$ cat config.mk
export PLATFORM = sky130hd
export DESIGN_NAME = if_id_buf
export DESIGN_NICKNAME = d
export VERILOG_FILES = /design/src/rtl/if_id_buf.sv
export SDC_FILE = /design/constraint.sdc
export NUM_CORES = 1
export LEC_CHECK = 0
export BUFFER_PORTS_ARGS = -buffer_cell sky130_fd_sc_hd__buf_2
export CAP_MARGIN = 20
export CELL_PAD_IN_SITES_DETAIL_PLACEMENT = 1
export CELL_PAD_IN_SITES_GLOBAL_PLACEMENT = 1
export CORE_MARGIN = 10
export CORE_UTILIZATION = 39
export CTS_CLUSTER_SIZE = 24
export DETAILED_ROUTE_END_ITERATION = 16
export PLACE_DENSITY_LB_ADDON = 0.3
export SLEW_MARGIN = 0
export SYNTH_ARGS = -nofsm -noshare
export SYNTH_HDL_FRONTEND = slang
export SYNTH_SLANG_ARGS = --single-unit
$ cat constraint.sdc
create_clock -name clk -period 3.4 [get_ports clk]
set_clock_uncertainty 0.05 [all_clocks]
set_input_delay 0.17 -clock clk [delete_from_list [all_inputs] [get_ports clk]]
set_output_delay 0.17 -clock clk [all_outputs]
set_load 0.02 [all_outputs]
$ cat src/rtl/if_id_buf.sv
// IF/ID pipeline buffer: small circular FIFO between fetch and decode.
// Carries the fetch exception tag with each entry; flush and reset empty it.
module if_id_buf #(
    parameter int unsigned DEPTH = 2
) (
    input  logic        clk,
    input  logic        rst,
    input  logic        in_valid,
    output logic        in_ready,
    input  logic [31:0] in_pc,
    input  logic [31:0] inst_sram_rdata,
    input  logic        in_has_exception,
    input  logic [5:0]  in_ecode,
    input  logic [8:0]  in_esubcode,
    input  logic        flush,
    output logic        out_valid,
    input  logic        out_ready,
    output logic [31:0] out_pc,
    output logic [31:0] out_inst,
    output logic        out_has_exception,
    output logic [5:0]  out_ecode,
    output logic [8:0]  out_esubcode
);

    localparam int unsigned PW = $clog2(DEPTH);
    localparam int unsigned CW = PW + 1;
    localparam logic [CW-1:0] FULL = CW'(DEPTH);

    typedef struct packed {
        logic [31:0] pc;
        logic [31:0] inst;
        logic        has_exception;
        logic [5:0]  ecode;
        logic [8:0]  esubcode;
    } entry_t;

    entry_t          mem [DEPTH];
    logic [PW-1:0]   rd_ptr;
    logic [PW-1:0]   wr_ptr;
    logic [CW-1:0]   count;
    logic            push;
    logic            pop;
    entry_t          wr_entry;
    entry_t          head;

    assign in_ready  = !rst && !flush && (count < FULL);
    assign out_valid = (count != '0) && !flush;
    assign push      = in_valid && in_ready;
    assign pop       = out_valid && out_ready;

    // A faulting fetch has no meaningful instruction word, so store a zero.
    always_comb begin
        wr_entry               = '0;
        wr_entry.pc            = in_pc;
        wr_entry.inst          = in_has_exception ? '0 : inst_sram_rdata;
        wr_entry.has_exception = in_has_exception;
        wr_entry.ecode         = in_ecode;
        wr_entry.esubcode      = in_esubcode;
    end

    always_comb begin
        head = '0;
        if (!rst) begin
            head = mem[rd_ptr];
        end
    end

    assign out_pc            = head.pc;
    assign out_inst          = head.inst;
    assign out_has_exception = head.has_exception;
    assign out_ecode         = head.ecode;
    assign out_esubcode      = head.esubcode;

    always_ff @(posedge clk) begin
        if (rst) begin
            count  <= '0;
            rd_ptr <= '0;
            wr_ptr <= '0;
            for (int unsigned i = 0; i < DEPTH; i++) begin
                mem[i] <= '0;
            end
        end else if (flush) begin
            count  <= '0;
            rd_ptr <= '0;
            wr_ptr <= '0;
        end else begin
            if (push) begin
                mem[wr_ptr] <= wr_entry;
                wr_ptr      <= wr_ptr + 1'b1;
            end
            if (pop) begin
                rd_ptr <= rd_ptr + 1'b1;
            end
            case ({push, pop})
                2'b10:   count <= count + 1'b1;
                2'b01:   count <= count - 1'b1;
                default: count <= count;
            endcase
        end
    end

endmodule

==> impl_metrics.ini <==
[worst_setup_path]
reg2reg_from = count[1]
r2r_cells = 4
crit_chain = dlygate4sd3_1 > buf_4 > buf_4 > nand2b_4 > buf_12
critPathMaxStageDelay_ns = 0.72
cp-end-kind = register
slowest_stage = nand2b_4
crit_start = rst
worst-setup-path-type = input pin to register
cp_max_fo = 74
crit_path_frequent_cell = buf_4
r2r_slack_ns = 0.99
start_kind = input pin
worstPathRequired_ns = 3.47
r2r_end = mem[0][60]
cp.arrival_ns = 2.74

[cells_and_area]
final_util_pct = 51.0
fin_nets = 870
syn2layout_area_growth_pct = 28.5
drive_gt1_share_pct = 27.7
final_cell_area_sq_mm = 0.00955

[die]
start_util_pct = 39.7
core_area_sq_mm = 0.0187
dieArea_sq_mm = 0.0250
num_rows = 50
fp.dieW_um = 158
die_y_um = 158
pin_count = 167

[grt]
grt_pass1_vias = 5625
grt_antenna_before_repair = 1
grt_first_pass_wirelength_um = 30100
grt_max_degree = 75
grt_usage_pct = 15.7
grt_overflow = 0

[routing]
totalWireLength_um = 19300
ant_nets = 0
drt_iter0_drc = 313
wl_per_cell_um = 18.7
route.detailed.drc = 0
routed_via_density = 4.83
vias = 4984
dr.pass1.iters = 4

[synth]
synth.distinct_cells = 27
yosys-top-cells-area = edfxtp_1 65%, mux2i_1 11%, and2_1 8.2%, nor2_1 7.0%, nand2b_1 2.9%
synthCells = 581
yosys_warnings = 0
synth_top_area_share_pct = 64.7
async_flop_share_pct = 0
syn_area_sq_mm = 0.00743
synth_ff_type = edfxtp_1
synth_fp_nets = 667
ys_top_cells_by_count = 160 x edfxtp_1, 138 x nor2_1, 97 x and2_1
ys_seq_elements = 165
avgSynthCellArea_sq_um = 12.8
synth_edf_count = 160
yosysSeqAreaShare_pct = 66.0
yosysTopAreaCell = edfxtp_1
synth_most_common_cell = edfxtp_1

[min_path]
hold_class = input pin to register
holdPathEnd = mem[0][79]
hold_depth = 2
min_from = in_pc[31]

[timing]
max_freq_mhz = 375
fin_crit_sh_pct = 78.5
post-route-min-period_ns = 2.67
worstMarginPinSlew_ns = 0.987
fin_ws_ns = 0.732
hold_viol_final = 0
setup_viol = 0
max_slew_margin_pct = 34.0
setup_tns_ns = 0
drv_slew = 0
rsz0062_at_grt = no

[pwr]
swShare_pct = 24.5
vdd_drop_max_mv = 0.360
comb_power_share_pct = 9.1
pwr-share-seq_pct = 50.3
clkPwrFrac_pct = 40.7
p_sw_mw = 1.15
power_density_mw_per_mm2 = 491
finalPower_mw = 4.69
p_leak_nw = 3.75
intPower_mw = 3.54

[place]
dp_slack_ns = 0.856
portBuffers = 166
placed_area_sq_mm = 0.00848
dp_hpwl_um = 12700
place_congestion = 0.763

[clock_network]
clk_latency_ns = 0.43
cts_tree = built
clock_path_buffers = 2
htree_levels = 4
cts_root_buffer = clkbuf_16
post_cts_buffers = 0
cts.reportedPaths.clkPinSlew_ns = 0.06
cts_buffers = 17
cts_num_sinks = 165

[job]
maxCapViolations = 0

[status]
status = completed
==> final cells by class <==
type                            instances  area [sq um]
Multi-Input combinational cell        377          2350
Timing Repair Buffer                  223          1410
Tap cell                              234           293
Antenna cell                            1          2.50
Clock inverter                         15           158
Sequential cell                       165          4910
Clock buffer                           17           425
Fill cell                            1968          9160
==> sequential cells by signal, summed over array words and instances, names as in the netlist, named ones only <==
| name | cells |
|---|---|
| wr_ptr | 1 |
| rd_ptr | 1 |
| count | 2 |
| mem | 160 |
==> through the flow <==
stage | std cells | hold WS (ns)
floorplan | 581 | 0.197
global placement | 951 | 0.357
detailed placement | 951 | 0.387
CTS | 1031 | 0.00104
global route | 1031 | 0.0157
finish | 1032 | 0.0181
==> cells in the final DEF (no fill, tap or decap), types with 2 or more instances in the layout <==
master | netlist | final
buf_2 | 6 | 165
edfxtp_1 | 160 | 160
nor2_1 | 138 | 138
and2_1 | 97 | 97
mux2i_1 | 80 | 80
dlygate4sd3_1 | 0 | 48
nand2b_1 | 34 | 32
clkbuf_16 | 0 | 17
inv_6 | 0 | 8
buf_4 | 0 | 8
nor2_2 | 8 | 7
dfxtp_1 | 5 | 4
nor3_1 | 3 | 3
o21ai_0 | 3 | 3
inv_8 | 0 | 3
nand2b_4 | 0 | 2
xnor2_1 | 2 | 2
clkinvlp_4 | 0 | 2
buf_12 | 0 | 2
==> how the worst max path moves through the flow <==
stage                             to  slack [ns]  cells past startpoint
final                     mem[1][20]        0.73                      5
after global routing      mem[1][14]        0.57                      5
after CTS                 mem[1][20]        0.71                      5
after detailed placement  mem[1][27]        0.86                      4
after global placement    mem[1][17]        0.91                      4
after floorplan            mem[1][0]        0.66                      3
==> logic make-up after synthesis <==
family | after synthesis | share of synthesized area (%)
simple gates | 288 | 19.6
flops | 165 | 66.0
mux | 80 | 10.8
buf+inv | 39 | 2.61
compound gates | 5 | 0.438
xor+xnor | 3 | 0.354
fa+ha+maj | 1 | 0.168
==> repair_timing <==
| action | CTS | global route |
|---|---|---|
| endpoints found under the setup margin | 0 | 0 |
| resized for setup | 0 | 0 |
| endpoints found under the hold margin | 90 | 0 |
| hold buffers | 48 | 0 |
==> routing by layer <==
| layer | up-vias | part of all wire (%) | global-route usage, % |
|---|---|---|---|
| li1 | 2403 | - | - |
| met1 | 2422 | 42 | 19.0 |
| met2 | 143 | 49 | 26.5 |
| met3 | 16 | 7.8 | 4.83 |
| met4 | 0 | 1.3 | 4.68 |
| met5 | - | 0 | 0 |
==> critical path, delay by kind of cell <==
family / cells / cell delay (ns)
AND/OR/NAND/NOR: 1 / 0.72
buffers and inverters: 4 / 1.78
==> power by group through the flow <==
stage | Combinational (mW) | Clock, mW | Sequential, mW
3_3_place_gp | 0.378 | 0 | 2.39
2_1_floorplan | 0.220 | 0 | 2.39
6_report | 0.425 | 1.91 | 2.36
3_5_place_dp | 0.389 | 0 | 2.40
4_1_cts | 0.433 | 1.94 | 2.36
5_1_grt | 0.469 | 2.03 | 2.37
(Power assumes the default switching activity.)
